### config.mk
export PLATFORM = sky130hd
export DESIGN_NAME = hazard_scoreboard
export DESIGN_NICKNAME = d
export VERILOG_FILES = /design/src/rtl/hazard_pkg.sv /design/src/rtl/md_busy_counter.sv /design/src/rtl/hazard_scoreboard.sv
export SDC_FILE = /design/constraint.sdc
export NUM_CORES = 1
export LEC_CHECK = 0
export BUFFER_PORTS_ARGS = -buffer_cell sky130_fd_sc_hd__buf_2
export CAP_MARGIN = 15
export CORE_MARGIN = 2
export CORE_UTILIZATION = 45
export DETAILED_ROUTE_END_ITERATION = 12
export GPL_TIMING_DRIVEN = 1
export PLACE_DENSITY = 0.72
export SYNTH_ARGS = -nofsm -noshare
export SYNTH_HDL_FRONTEND = slang
export SYNTH_SLANG_ARGS = --single-unit
export TNS_END_PERCENT = 100
### constraint.sdc
create_clock -name clk -period 2.5 [get_ports clk]
set_clock_uncertainty 0.15 [all_clocks]
set_input_delay 0 -clock clk [delete_from_list [all_inputs] [get_ports clk]]
set_output_delay 0 -clock clk [all_outputs]
set_load 0.01 [all_outputs]
### src/rtl/hazard_pkg.sv
// Shared types and helpers for the hazard scoreboard: stall-cause encoding,
// mult/div counter width and the register-address width helper.
package hazard_pkg;

  typedef enum logic [1:0] {
    CAUSE_NONE   = 2'd0,
    CAUSE_RAW    = 2'd1,
    CAUSE_BRANCH = 2'd2,
    CAUSE_MD     = 2'd3
  } stall_cause_e;

  localparam int MD_CNT_W = 8;

  // Address width for n registers, never less than one bit.
  function automatic int reg_aw(input int n);
    int w;
    w = 1;
    for (int i = 0; i < 31; i++) begin
      if ((32'sd1 << i) < n) begin
        w = i + 1;
      end else begin
        w = w;
      end
    end
    return w;
  endfunction

endpackage

### src/rtl/md_busy_counter.sv
// Mult/div occupancy counter: loads the unit latency on issue and counts
// down to zero; the reset clears it asynchronously.
module md_busy_counter
  import hazard_pkg::*;
#(
  parameter int MD_LAT = 32
) (
  input  logic                clk,
  input  logic                rst_n,
  input  logic                load,
  output logic [MD_CNT_W-1:0] cnt
);

  localparam logic [MD_CNT_W-1:0] LAT_V = MD_CNT_W'(MD_LAT);

  logic [MD_CNT_W-1:0] cnt_r;
  logic [MD_CNT_W-1:0] cnt_nxt_s;

  // Next count: reload on issue, otherwise count down and rest at zero.
  always_comb begin
    cnt_nxt_s = cnt_r;
    if (load) begin
      cnt_nxt_s = LAT_V;
    end else if (cnt_r != {MD_CNT_W{1'b0}}) begin
      cnt_nxt_s = cnt_r - MD_CNT_W'(1);
    end else begin
      cnt_nxt_s = {MD_CNT_W{1'b0}};
    end
  end

  // Count register.
  always_ff @(posedge clk or negedge rst_n) begin
    if (!rst_n) begin
      cnt_r <= {MD_CNT_W{1'b0}};
    end else begin
      cnt_r <= cnt_nxt_s;
    end
  end

  assign cnt = cnt_r;

endmodule

### src/rtl/hazard_scoreboard.sv
// Pipeline hazard unit: long-latency scoreboard, branch and mult/div stalls,
// E-stage forwarding. Define HAZARD_SB_PERF_EN to build the stall counters.
module hazard_scoreboard
  import hazard_pkg::*;
#(
  parameter int NUM_REGS = 32,
  parameter int MD_LAT   = 32,
  parameter int REG_AW   = reg_aw(NUM_REGS)
) (
  input  logic              clk,
  input  logic              rst_n,
  input  logic [REG_AW-1:0] rs_d,
  input  logic [REG_AW-1:0] rt_d,
  input  logic              uses_rs_d,
  input  logic              uses_rt_d,
  input  logic [REG_AW-1:0] write_reg_d,
  input  logic              long_lat_d,
  input  logic              branch_d,
  input  logic              md_start_d,
  input  logic              hilo_read_d,
  input  logic [REG_AW-1:0] rs_e,
  input  logic [REG_AW-1:0] rt_e,
  input  logic [REG_AW-1:0] write_reg_e,
  input  logic              reg_write_e,
  input  logic              long_lat_e,
  input  logic [REG_AW-1:0] write_reg_m,
  input  logic [REG_AW-1:0] write_reg_wb,
  input  logic              reg_write_m,
  input  logic              reg_write_wb,
  input  logic              wb_long_done,
  input  logic              flush_in,
  output logic              stall_f,
  output logic              stall_d,
  output logic              flush_e,
  output logic [1:0]        forwardA_e,
  output logic [1:0]        forwardB_e,
  output logic              md_busy,
  output logic [31:0]       stall_cycles,
  output logic [31:0]       md_stall_cycles
);

  localparam logic [REG_AW-1:0]   REG_ZERO = {REG_AW{1'b0}};
  localparam logic [NUM_REGS-1:0] ONE_HOT0 = {{(NUM_REGS-1){1'b0}}, 1'b1};
  localparam logic [NUM_REGS-1:0] NOT_R0   = {{(NUM_REGS-1){1'b1}}, 1'b0};

  logic [NUM_REGS-1:0] pend_r;
  logic [NUM_REGS-1:0] pend_nxt_s;
  logic [NUM_REGS-1:0] set_s, clr_wb_s, clr_fl_s;
  logic [MD_CNT_W-1:0] md_cnt_s;
  logic                issue_s, raw_stall_s, br_stall_s, md_stall_s, md_busy_s;
  logic                stall_s;
  stall_cause_e        cause_s;

  assign issue_s = ~stall_s;

  // Set wins over clear because the set mask is OR-ed in last.
  assign set_s    = (issue_s && long_lat_d && (write_reg_d != REG_ZERO)) ?
                    (ONE_HOT0 << write_reg_d) : {NUM_REGS{1'b0}};
  assign clr_wb_s = wb_long_done ? (ONE_HOT0 << write_reg_wb) : {NUM_REGS{1'b0}};
  assign clr_fl_s = (flush_in && long_lat_e) ? (ONE_HOT0 << write_reg_e) : {NUM_REGS{1'b0}};
  assign pend_nxt_s = ((pend_r & ~clr_wb_s & ~clr_fl_s) | set_s) & NOT_R0;

  // Scoreboard register.
  always_ff @(posedge clk or negedge rst_n) begin
    if (!rst_n) begin
      pend_r <= {NUM_REGS{1'b0}};
    end else begin
      pend_r <= pend_nxt_s;
    end
  end

  md_busy_counter #(
    .MD_LAT(MD_LAT)
  ) u_md_cnt (
    .clk   (clk),
    .rst_n (rst_n),
    .load  (issue_s && md_start_d),
    .cnt   (md_cnt_s)
  );

  assign md_busy_s   = (md_cnt_s != {MD_CNT_W{1'b0}});
  assign raw_stall_s = (uses_rs_d && pend_r[rs_d]) || (uses_rt_d && pend_r[rt_d]);
  assign br_stall_s  = branch_d && reg_write_e && (write_reg_e != REG_ZERO) &&
                       ((write_reg_e == rs_d) || (write_reg_e == rt_d));
  assign md_stall_s  = md_busy_s && (hilo_read_d || md_start_d);

  // Priority-encoded stall cause.
  always_comb begin
    cause_s = CAUSE_NONE;
    if (raw_stall_s) begin
      cause_s = CAUSE_RAW;
    end else if (br_stall_s) begin
      cause_s = CAUSE_BRANCH;
    end else if (md_stall_s) begin
      cause_s = CAUSE_MD;
    end else begin
      cause_s = CAUSE_NONE;
    end
  end

  // Branch inputs are raw decode signals, so gate with reset to keep stalls low.
  assign stall_s = rst_n && (cause_s != CAUSE_NONE);
  assign stall_f = stall_s;
  assign stall_d = stall_s;
  assign flush_e = stall_s || flush_in;
  assign md_busy = md_busy_s;

  function automatic logic [1:0] fwd_sel(input logic [REG_AW-1:0] r);
    logic [1:0] sel;
    if ((r != REG_ZERO) && (r == write_reg_m) && reg_write_m) begin
      sel = 2'b10;
    end else if ((r != REG_ZERO) && (r == write_reg_wb) && reg_write_wb) begin
      sel = 2'b01;
    end else begin
      sel = 2'b00;
    end
    return sel;
  endfunction

  assign forwardA_e = fwd_sel(rs_e);
  assign forwardB_e = fwd_sel(rt_e);

`ifdef HAZARD_SB_PERF_EN
  logic [31:0] stall_cnt_r, md_stall_cnt_r;

  // Saturating performance counters.
  always_ff @(posedge clk or negedge rst_n) begin
    if (!rst_n) begin
      stall_cnt_r    <= 32'd0;
      md_stall_cnt_r <= 32'd0;
    end else begin
      if (stall_s && (stall_cnt_r != 32'hFFFF_FFFF)) begin
        stall_cnt_r <= stall_cnt_r + 32'd1;
      end
      if (md_stall_s && (md_stall_cnt_r != 32'hFFFF_FFFF)) begin
        md_stall_cnt_r <= md_stall_cnt_r + 32'd1;
      end
    end
  end

  assign stall_cycles    = stall_cnt_r;
  assign md_stall_cycles = md_stall_cnt_r;
`else
  assign stall_cycles    = 32'd0;
  assign md_stall_cycles = 32'd0;
`endif

endmodule

==> flow_summary.json, run 1 <==
{
  "outcome": "complete, but fails checks",
  "violations": "negative setup slack",
  "wl_um": 10630,
  "synth_cell_type_count": 50,
  "reg2regPathDepth": 6,
  "die_w_um": 95.53,
  "dp_hpwl_um": 7822,
  "cts.clk_slew.worst_paths_ns": 0.08,
  "final_cell_mix": "conb_1 (64), buf_2 (61), nand2_1 (57)",
  "via_per_inst": 6.000,
  "nets": 540,
  "place_area_mm2": 0.003900,
  "initial_core_util": 0.4611,
  "p_leak_nw": 1.773,
  "synth-edff-count": 0,
  "hold_violations": 0,
  "io_buffers": 61,
  "place.gp.congestion": 0.9018,
  "worstSkewPairLatency_ns": 0.30,
  "drive_gt1_frac": 0.2371,
  "tightest_slew_ns": 0.6926,
  "antenna_cells": 0,
  "ioPinCount": 126,
  "grt_max_degree": 42,
  "first_iter_violations": 533,
  "fin_area_mm2": 0.004199,
  "end_kind": "output pin",
  "synth_flop_cell": "dfrtp_1",
  "syn_to_final_growth_pct": 11.38,
  "drcViolationCount": 0,
  "ys_ff_latch": 39,
  "path_cells": "mux4_2 > mux2i_1 > nor2b_1 > o31a_1 > or4_1 > buf_2",
  "dp_slack_ns": 0.06640,
  "track_usage": 0.2299,
  "period_share": 1.005,
  "critical_path_class": "register to output pin",
  "setup_slack_ns": -0.01224,
  "antenna_found_initial": 0,
  "cts.sinks": 39,
  "fin_hold_ws_ns": 0.03678,
  "die-area_mm2": 0.009126,
  "grt_pass1_wl_um": 16220,
  "yosysSeqAreaShare": 0.2589,
  "setup_violations": 1,
  "max_freq_mhz": 398.1,
  "coreArea_mm2": 0.008175,
  "layout_commonest_cell": "conb_1",
  "fp-row-count": 33,
  "setup_tns_ns": -0.01224,
  "cts_tree": "built",
  "die_h_um": 95.53,
  "hp-class": "input port to register",
  "cp_slowest_stage_delay_ns": 0.49,
  "grt_setup_unrepaired": "true",
  "cp.arrival_ns": 2.36,
  "async_flop_share": 1.000,
  "cp_max_fo": 3,
  "cts_max_path_buffers": 2,
  "postSynthCellCount": 424,
  "wl_per_cell_um": 18.01,
  "layout_min_cycle_time_ns": 2.512,
  "dr.pass1.iters": 6,
  "cp.required_ns": 2.35,
  "power_density_mw_per_mm2": 590.0,
  "ant_nets": 0,
  "vias": 3540,
  "crit_path_start_kind": "register",
  "cap_violations": 0,
  "ir_drop_uv": 260.8,
  "first_global_vias": 3189,
  "mappedNetlistArea_mm2": 0.003770,
  "cts_root_buf": "clkbuf_8",
  "cp_slowest_cell": "mux4_2",
  "grt-ovfl-total": 0,
  "slew_violations": 0,
  "relSlewSlack": 0.5366,
  "final_core_util": 0.5136,
  "ys_warn_count": 0,
  "syn_avg_cell_area_um2": 8.891,
  "worstHoldPathCells": 5,
  "cts_buffers": 5,
  "h-tree-depth": 2
}
## kinds of logic (layout without fill, tap and decap cells)
group | Yosys count | after routing | share of synthesized area
other cells | 1 | 64 | 0.0009947
flops | 39 | 39 | 0.2589
simple gates | 134 | 134 | 0.1802
buf+inv | 101 | 99 | 0.1739
compound gates | 84 | 84 | 0.1892
fa+ha+maj | 2 | 2 | 0.006637
xor+xnor | 34 | 34 | 0.07899
mux | 29 | 29 | 0.1112
## stage by stage
stage               power [mW]  instances
detailed placement       1.882        565
CTS                      2.371        583
floorplan                1.676        487
global placement         1.850        565
global route             2.626        590
finish                   2.477        590
## registers in the layout (all words and copies together), names as in the netlist
register and cells:
pend_r 31, u_md_cnt.cnt 8
## where the power goes
group	internal (mW)	total, mW	leakage, nW	switching [mW]
logic	0.534	1.06	1.23	0.530
registers	0.798	0.975	0.506	0.177
clock network	0.194	0.439	0.0402	0.244
total	1.53	2.48	1.77	0.951
## layer usage
layer / global-route usage / wire length [um] / up-vias
li1: - / - / 1589
met1: 0.3148 / 4180 / 1688
met2: 0.3712 / 5020 / 240
met3: 0.03794 / 1239 / 23
met4: 0.07262 / 185 / 0
met5: 0 / 0 / -
## cell usage after synthesis, drive strengths merged, types with 3 or more instances
master / n / area share
buf: 79 / 0.15
nand2: 57 / 0.057
dfrtp: 39 / 0.26
o221ai: 31 / 0.072
o41ai: 31 / 0.072
nor2: 18 / 0.018
xnor2: 18 / 0.042
clkbuf: 16 / 0.016
mux2i: 16 / 0.042
xor2: 16 / 0.037
mux4: 10 / 0.060
nor2b: 8 / 0.013
a31oi: 6 / 0.010
inv: 6 / 0.0060
nor4: 6 / 0.010
nand3b: 5 / 0.010
nand4: 5 / 0.0083
nor3: 5 / 0.0066
and2: 4 / 0.0066
nand2b: 4 / 0.0066
nand3: 4 / 0.0053
or4: 4 / 0.0080
a311oi: 3 / 0.0070
mux2: 3 / 0.0090
nor3b: 3 / 0.0060
or3: 3 / 0.0050
## worst max-delay path, delay by kind of cell (launching register included)
family / cells / cell delay [ns]
compound gates: 1 / 0.30
buf+inv: 1 / 0.15
flops: 1 / 0.42
mux: 2 / 0.63
simple gates: 2 / 0.56
## final cells by class
cell class                 instances  area [um2]
fill                             759        3976
multi-input combinational        347        2437
sequential                        39       975.9
timing repair buffer              85       543.0
tap                              105       131.4
clock buffer                       5       68.82
inverter                           6       22.52
clock inverter                     3       20.02
## worst paths after layout
| kind | from | endpoint | slack [ns] |
|---|---|---|---|
| max | pend_r[13] | flush_e | -0.01 |
| min | write_reg_d[4] | pend_r[27] | 0.04 |
| max reg2reg | pend_r[23] | pend_r[4] | 0.04 |
| min reg2reg | pend_r[15] | pend_r[15] | 0.43 |
| max in group asynchronous | rst_n | pend_r[15] | 1.65 |
| min in group asynchronous | rst_n | u_md_cnt.cnt[7] | 0.18 |
## repair_timing
action | CTS | global route
setup endpoints to repair | 3 | 20
endpoints found under the hold margin | 61 | 0
hold buffers | 6 | 0
pin swaps | 2 | 0
gates cloned | 0 | 1
buffers inserted | 4 | 6
gates resized for setup | 7 | 3
(Power assumes the default switching activity.)
==> run 2, diff against run 1 <==
Settings changed: SYNTH_HIERARCHICAL set to 1.
==> run 2 against run 1 <==
Compared with the run above: the flow still finishes with violations (negative setup slack); via count is 4.4% lower; clock-buffer cell count stayed put; power is 0.65% lower; non-clock buffer count is 6 lower; first-iteration DRC count is 38% lower; core utilization is 0.24 points higher; wire length is 5.8% lower; sequential power is 1% lower; global-route usage is 0.98 points lower; hold slack better by 0.015 ns; combinational power is 8% lower; clock power is 19% higher.
==> flow_summary.json, run 2 <==
{
  "coreArea_mm2": 0.007807,
  "endpoint": "u_md_cnt/cnt[7]",
  "yosysSeqAreaShare": 0.2662,
  "postSynthCellCount": 409,
  "cp_max_fo": 3,
  "cap_violations": 0,
  "r2r_setup_slack_ns": -0.01,
  "fp-row-count": 32,
  "grt-ovfl-total": 0,
  "layout_min_cycle_time_ns": 2.510,
  "layout_commonest_cell": "conb_1",
  "reg2regPathDepth": 9,
  "final_core_util": 0.5160,
  "setup_slack_ns": -0.009954,
  "p_int_mw": 1.558,
  "cp.required_ns": 2.53,
  "vias": 3386,
  "cp.arrival_ns": 2.54,
  "ioPinCount": 126,
  "place.gp.congestion": 0.9867,
  "busiest_layer": "met2",
  "synth_top_area_frac": 0.2662,
  "wl_per_cell_um": 17.44,
  "slew_violations": 0,
  "mappedNetlistArea_mm2": 0.003666,
  "largest-register": "pend_r",
  "nets": 527,
  "dp_hpwl_um": 7885,
  "power.switching_uw": 903.5,
  "io_buffers": 61,
  "end_kind": "register",
  "cts_root_buf": "clkbuf_8",
  "grt_setup_unrepaired": "true",
  "grt_use_met1": 0.2816,
  "power_density_mw_per_mm2": 610.9,
  "tightest_slew_ns": 0.5913,
  "syn_to_final_growth_pct": 9.898,
  "drive_gt1_frac": 0.2500,
  "synth.area.top_cells": "dfrtp_1 (27%), buf_4 (14%), xnor2_1 (6.9%)",
  "num-fill-cells": 751,
  "reg2reg_to": "u_md_cnt/cnt[7]",
  "ys_ff_latch": 39,
  "violations": "negative setup slack",
  "cts_buffers": 5,
  "via_per_inst": 5.899,
  "antenna_cells": 0,
  "cts_tree": "built",
  "final_cell_mix": "conb_1 (64), buf_2 (61), dfrtp_1 (39)",
  "clockPowerShare": 0.213,
  "dp_slack_ns": 0.05103,
  "first_global_vias": 3069,
  "die_h_um": 94.26,
  "cp-startpoint": "pend_r[11]",
  "p_leak_nw": 1.722,
  "initial_core_util": 0.4696,
  "cts.clk_slew.worst_paths_ns": 0.08,
  "seq_power_share": 0.392,
  "max_freq_mhz": 398.4,
  "grt_pass1_wl_um": 15270,
  "hold_violations": 0,
  "swShare": 0.3671,
  "grtUsageMet2": 0.3619,
  "outcome": "complete, but fails checks",
  "async_flop_share": 1.000,
  "ir_drop_uv": 490.6,
  "grtUsageMet3": 0.03772,
  "ant_nets": 0,
  "synth_cell_type_count": 54,
  "synth_common_cells": "buf_4 (66), dfrtp_1 (39), xnor2_1 (29)",
  "hp-class": "input port to register",
  "synth_most_common_cell": "buf_4",
  "die_w_um": 94.26,
  "largest_reg_flops": 31,
  "comb_power_share": 0.395,
  "period_share": 1.004,
  "first_iter_violations": 330,
  "track_usage": 0.2201,
  "cts.sinks": 39,
  "setup_violations": 1,
  "wl_um": 10010,
  "yosysTopAreaCell": "dfrtp_1",
  "cts_max_path_buffers": 2,
  "synth-edff-count": 0,
  "crit_path_start_kind": "register",
  "critical_path_class": "register to register",
  "worstSkewPairLatency_ns": 0.29,
  "grt_max_degree": 40,
  "ys_warn_count": 6,
  "relSlewSlack": 0.6004,
  "die-area_mm2": 0.008885,
  "syn_avg_cell_area_um2": 8.963,
  "drcViolationCount": 0,
  "dr.pass1.iters": 5,
  "antenna_found_initial": 0,
  "h-tree-depth": 2,
  "synth_flop_cell": "dfrtp_1",
  "r2r_start": "pend_r[11]"
}
## run 2: cell types whose count changed after synthesis, sizes merged, moves of 11 or more
| cell | before | now |
|---|---|---|
| xor2 | 16 | 4 |
| xnor2 | 18 | 29 |
| a21oi | 0 | 14 |
| o221ai | 31 | 17 |
| o21ai | 2 | 17 |
| a31o | 1 | 15 |
| o31ai | 2 | 15 |
| nand2 | 57 | 24 |
| o41ai | 31 | 3 |
## run 2: power groups by stage
stage               sequential, mW  clock, mW  combinational [mW]
finish                       0.965      0.524               0.973
global route                 0.984      0.559                1.07
CTS                          0.956      0.535               0.949
detailed placement           0.966          0               0.934
global placement             0.958          0               0.919
floorplan                    0.914          0               0.787
## run 2: layout make-up
cell class | instances | area [um2] | share of cell area
inverter | 8 | 32.53 | 0.008075
tap | 102 | 127.6 | 0.03168
multi-input combinational | 338 | 2315 | 0.5745
clock inverter | 3 | 43.79 | 0.01087
clock buffer | 5 | 68.82 | 0.01708
sequential | 39 | 975.9 | 0.2422
timing repair buffer | 79 | 465.4 | 0.1155
## run 2: worst min-delay path by stage
stage / start / end / slack, ns / cells after the start
global route: write_reg_e[3] / pend_r[14] / 0.06 / 3
global placement: rst_n / pend_r[24] / 0.09 / 2
detailed placement: rst_n / pend_r[24] / 0.09 / 2
floorplan: rst_n / pend_r[10] / -0.45 / 0
CTS: write_reg_e[3] / pend_r[12] / 0.04 / 3
finish: write_reg_e[3] / pend_r[12] / 0.05 / 3
## run 2: metrics by stage
step                      total power, mW   TNS (ns)  instance area (um2)  cells  hold slack, ns
after floorplan                     1.701          0                 3911    472         -0.4456
after global placement              1.877          0                 3790    556         0.09494
after detailed placement            1.901          0                 3790    556         0.09343
after CTS                           2.440          0                 4003    574         0.03876
after global routing                2.617    -0.1499                 4029    574         0.05620
final                               2.461  -0.009954                 4029    574         0.05140
## run 2: what timing repair did
item	in CTS	in global routing
buffers inserted	0	0
endpoints found under the hold margin	50	0
gates resized for setup	0	7
hold buffers	10	0
setup endpoints to repair	0	12
## run 2: cell families after synthesis
family                   synth area share
flip-flops                         0.2662
AO/OA/AOI/OAI                      0.1966
other                            0.001023
XOR/XNOR                          0.07884
multiplexers                      0.09488
AND/OR/NAND/NOR                    0.1809
adder cells (fa/ha/maj)          0.006825
buffers and inverters              0.1747
## run 2: worst max-delay path, stage by stage (launching register included)
cell and delay [ns]:
dfrtp_1 0.40, mux4_2 0.48, nor2_2 0.09, a311oi_1 0.06, o311ai_1 0.32, and4_4 0.31
and2_4 0.16, nor2_1 0.04, and4_1 0.19, a31o_2 0.21
## run 2: metal layers
layer | up-vias | share of wire
li1 | 1521 | -
met5 | - | 0
met3 | 34 | 0.10
met4 | 0 | 0.043
met1 | 1609 | 0.39
met2 | 222 | 0.46
==> run 3, diff against run 2 <==
Settings changed: ABC_AREA set to 1, PLACE_DENSITY 0.72 to 0.7.
==> run 3 against run 2 <==
Compared with the run above: the run now ends clean; non-clock buffer count fell by 8; setup slack improved by 0.41 ns; synthesized cell count is 62% higher; power rose by 1.1%; clock power down 17%; sequential power about the same; die area is 14% higher; critical path type unchanged.
==> flow_summary.json, run 3 <==
{
  "layout_commonest_cell": "nand2_1",
  "power_density_mw_per_mm2": 566.2,
  "fin_area_mm2": 0.004393,
  "p_leak_nw": 2.292,
  "mappedNetlistArea_mm2": 0.004194,
  "die-area_mm2": 0.01011,
  "die_h_um": 100.5,
  "ys_warn_count": 6,
  "power.switching_mw": 1.075,
  "yosysTopAreaCell": "dfrtp_1",
  "synth-edff-count": 0,
  "relSlewSlack": 0.4840,
  "synth_flop_cell": "dfrtp_1",
  "largest_reg_flops": 31,
  "seq_power_share": 0.402,
  "synth_most_common_cell": "nand2_1",
  "hp-class": "input port to register",
  "cts_root_buf": "clkbuf_8",
  "setup_tns_ns": 0,
  "layout_min_cycle_time_ns": 2.099,
  "cp.arrival_ns": 2.14,
  "setup_violations": 0,
  "drcViolationCount": 0,
  "reg2reg_to": "u_md_cnt/cnt[2]",
  "fp-row-count": 35,
  "grt_pass1_wl_um": 19670,
  "wl_per_cell_um": 14.98,
  "largest-register": "pend_r",
  "max_freq_mhz": 476.3,
  "swShare": 0.4321,
  "cap_violations": 0,
  "period_share": 0.8397,
  "ioPinCount": 126,
  "cts_tree": "built",
  "dr.pass1.iters": 5,
  "synth_common_cells": "nand2_1 (139), nand3_1 (104), inv_1 (77)",
  "h-tree-depth": 2,
  "cp_max_fo": 15,
  "crit_path_start_kind": "register",
  "track_usage": 0.2458,
  "synth_cell_type_count": 40,
  "power_mw": 2.487,
  "slew_violations": 0,
  "critPathTopFamily": "simple AND/OR/NAND/NOR gates",
  "synth_top_area_frac": 0.2327,
  "syn_to_final_growth_pct": 4.743,
  "crit_top_cell": "nand3_1",
  "synth.area.top_cells": "dfrtp_1 (23%), nand2_1 (12%), nand3_1 (12%)",
  "cts.sinks": 39,
  "tightest_slew_ns": 0.7732,
  "antenna_found_initial": 0,
  "r2r_start": "pend_r[15]",
  "dr_wl_met2_um": 5592,
  "vias": 4317,
  "cp_slowest_cell": "dfrtp_1",
  "comb_power_share": 0.423,
  "coreArea_mm2": 0.009153,
  "postSynthCellCount": 662,
  "path_cells": "inv_1 > nand2_1 > nand3_1 > nand3_1 > nand3_1 > nand3_1 > nand3_1 > nand3_2 > nand2_4 > inv_1 > nor2_1 > nor2_4 > inv_4 > nor2_2",
  "p_int_mw": 1.412,
  "endpoint": "u_md_cnt/cnt[2]",
  "critical_path_class": "register to register",
  "first_iter_violations": 474,
  "r2r_setup_slack_ns": 0.40,
  "die_w_um": 100.5,
  "dp_hpwl_um": 9979,
  "cp.depth": 14,
  "met3_length_um": 855,
  "worstSkewPairLatency_ns": 0.30,
  "highest_layer": "met4",
  "ir_drop_uv": 185.5,
  "cts_max_path_buffers": 2,
  "cp_slowest_stage_delay_ns": 0.40,
  "cp.required_ns": 2.54,
  "antenna_cells": 0,
  "cts_setup_buffers": 0,
  "wl_um": 12280,
  "end_kind": "register",
  "path_buf_inv": 3,
  "place_area_mm2": 0.004275,
  "drive_gt1_frac": 0.1382,
  "reg2regPathDepth": 14,
  "place.gp.congestion": 1.059,
  "nets": 765,
  "hold_violations": 0,
  "first_global_vias": 3950,
  "initial_core_util": 0.4582,
  "cp-startpoint": "pend_r[15]",
  "final_cell_mix": "nand2_1 (139), nand3_1 (104), inv_1 (77)",
  "async_flop_share": 1.000,
  "grt-ovfl-total": 0,
  "ys_ff_latch": 39,
  "cts.clk_slew.worst_paths_ns": 0.08,
  "grt_max_degree": 40,
  "clockPowerShare": 0.174,
  "m1WireLength_um": 5604,
  "cts_resized": 0,
  "yosysSeqAreaShare": 0.2327,
  "hold_buffers": 3,
  "outcome": "completed",
  "syn_avg_cell_area_um2": 6.335,
  "cts_buffers": 5,
  "via_per_inst": 5.265,
  "grt_setup_unrepaired": "false",
  "io_buffers": 61,
  "ant_nets": 0
}
-- run 3: cell count changes after synthesis, moves of 10 or more --
cell	before	now
a31o_2	15	0
mux2i_1	10	0
nor3_1	3	13
a221o_1	0	11
nand2_1	24	139
nand3_1	8	104
xnor2_1	29	8
o31ai_1	15	0
inv_1	7	77
nor2_1	23	75
-- run 3: logic make-up after synthesis --
group	share of synthesized area
AO/OA/AOI/OAI	0.09010
XOR/XNOR	0.04565
adder cells (fa/ha/maj)	0.005966
buffers and inverters	0.2312
flip-flops	0.2327
other	0.0008941
AND/OR/NAND/NOR	0.3935
-- run 3: worst min-delay path by stage --
stage | from | end | slack, ns | cells past startpoint
global route | wb_long_done | pend_r[9] | 0.05 | 4
global placement | rst_n | u_md_cnt/cnt[5] | -0.008 | 2
detailed placement | rst_n | u_md_cnt/cnt[7] | -0.005 | 2
floorplan | rst_n | pend_r[10] | -0.45 | 0
finish | wb_long_done | pend_r[25] | 0.02 | 4
CTS | write_reg_d[3] | pend_r[22] | 0.002 | 4
-- run 3: metrics by stage --
stage / instances / hold WS (ns) / setup slack, ns / utilization
6_report: 820 / 0.01510 / 0.4007 / 0.4800
5_1_grt: 820 / 0.05395 / 0.2242 / 0.4800
4_1_cts: 820 / 0.001898 / 0.3952 / 0.4800
3_5_place_dp: 810 / -0.004825 / 0.3605 / 0.4671
3_3_place_gp: 810 / -0.007841 / 0.4202 / 0.4671
2_1_floorplan: 725 / -0.4456 / 0.6832 / -
-- run 3: worst reg2reg max path: stages (launching register included) --
cell     delay (ns)
dfrtp_1        0.40
inv_1          0.10
nand2_1        0.06
nand3_1        0.10
nand3_1        0.12
nand3_1        0.10
nand3_1        0.07
nand3_1        0.10
nand3_2        0.10
nand2_4        0.17
inv_1          0.09
nor2_1         0.22
nor2_4         0.08
inv_4          0.11
nor2_2         0.05
-- run 3: power groups by stage --
stage / sequential [mW] / clock, mW / combinational [mW]
floorplan: 0.926 / 0 / 0.870
global placement: 1.00 / 0 / 1.01
detailed placement: 1.00 / 0 / 1.03
CTS: 0.992 / 0.438 / 1.04
global route: 1.01 / 0.467 / 1.19
finish: 1.00 / 0.434 / 1.05
-- run 3: layout make-up --
cell class / instances / area [um2]
well taps: 111 / 138.9
clock buffers: 6 / 82.58
repair buffers: 71 / 387.9
inverters: 84 / 317.8
multi-input cells: 508 / 2485
flip-flops and latches: 39 / 975.9
clock inverters: 1 / 5.005
fillers: 995 / 4760
-- run 3: routing by layer --
layer / vias up / global-route usage
li1: 2115 / -
met1: 1965 / 0.3461
met2: 208 / 0.3996
met3: 29 / 0.03051
met4: 0 / 0.06428
met5: - / 0
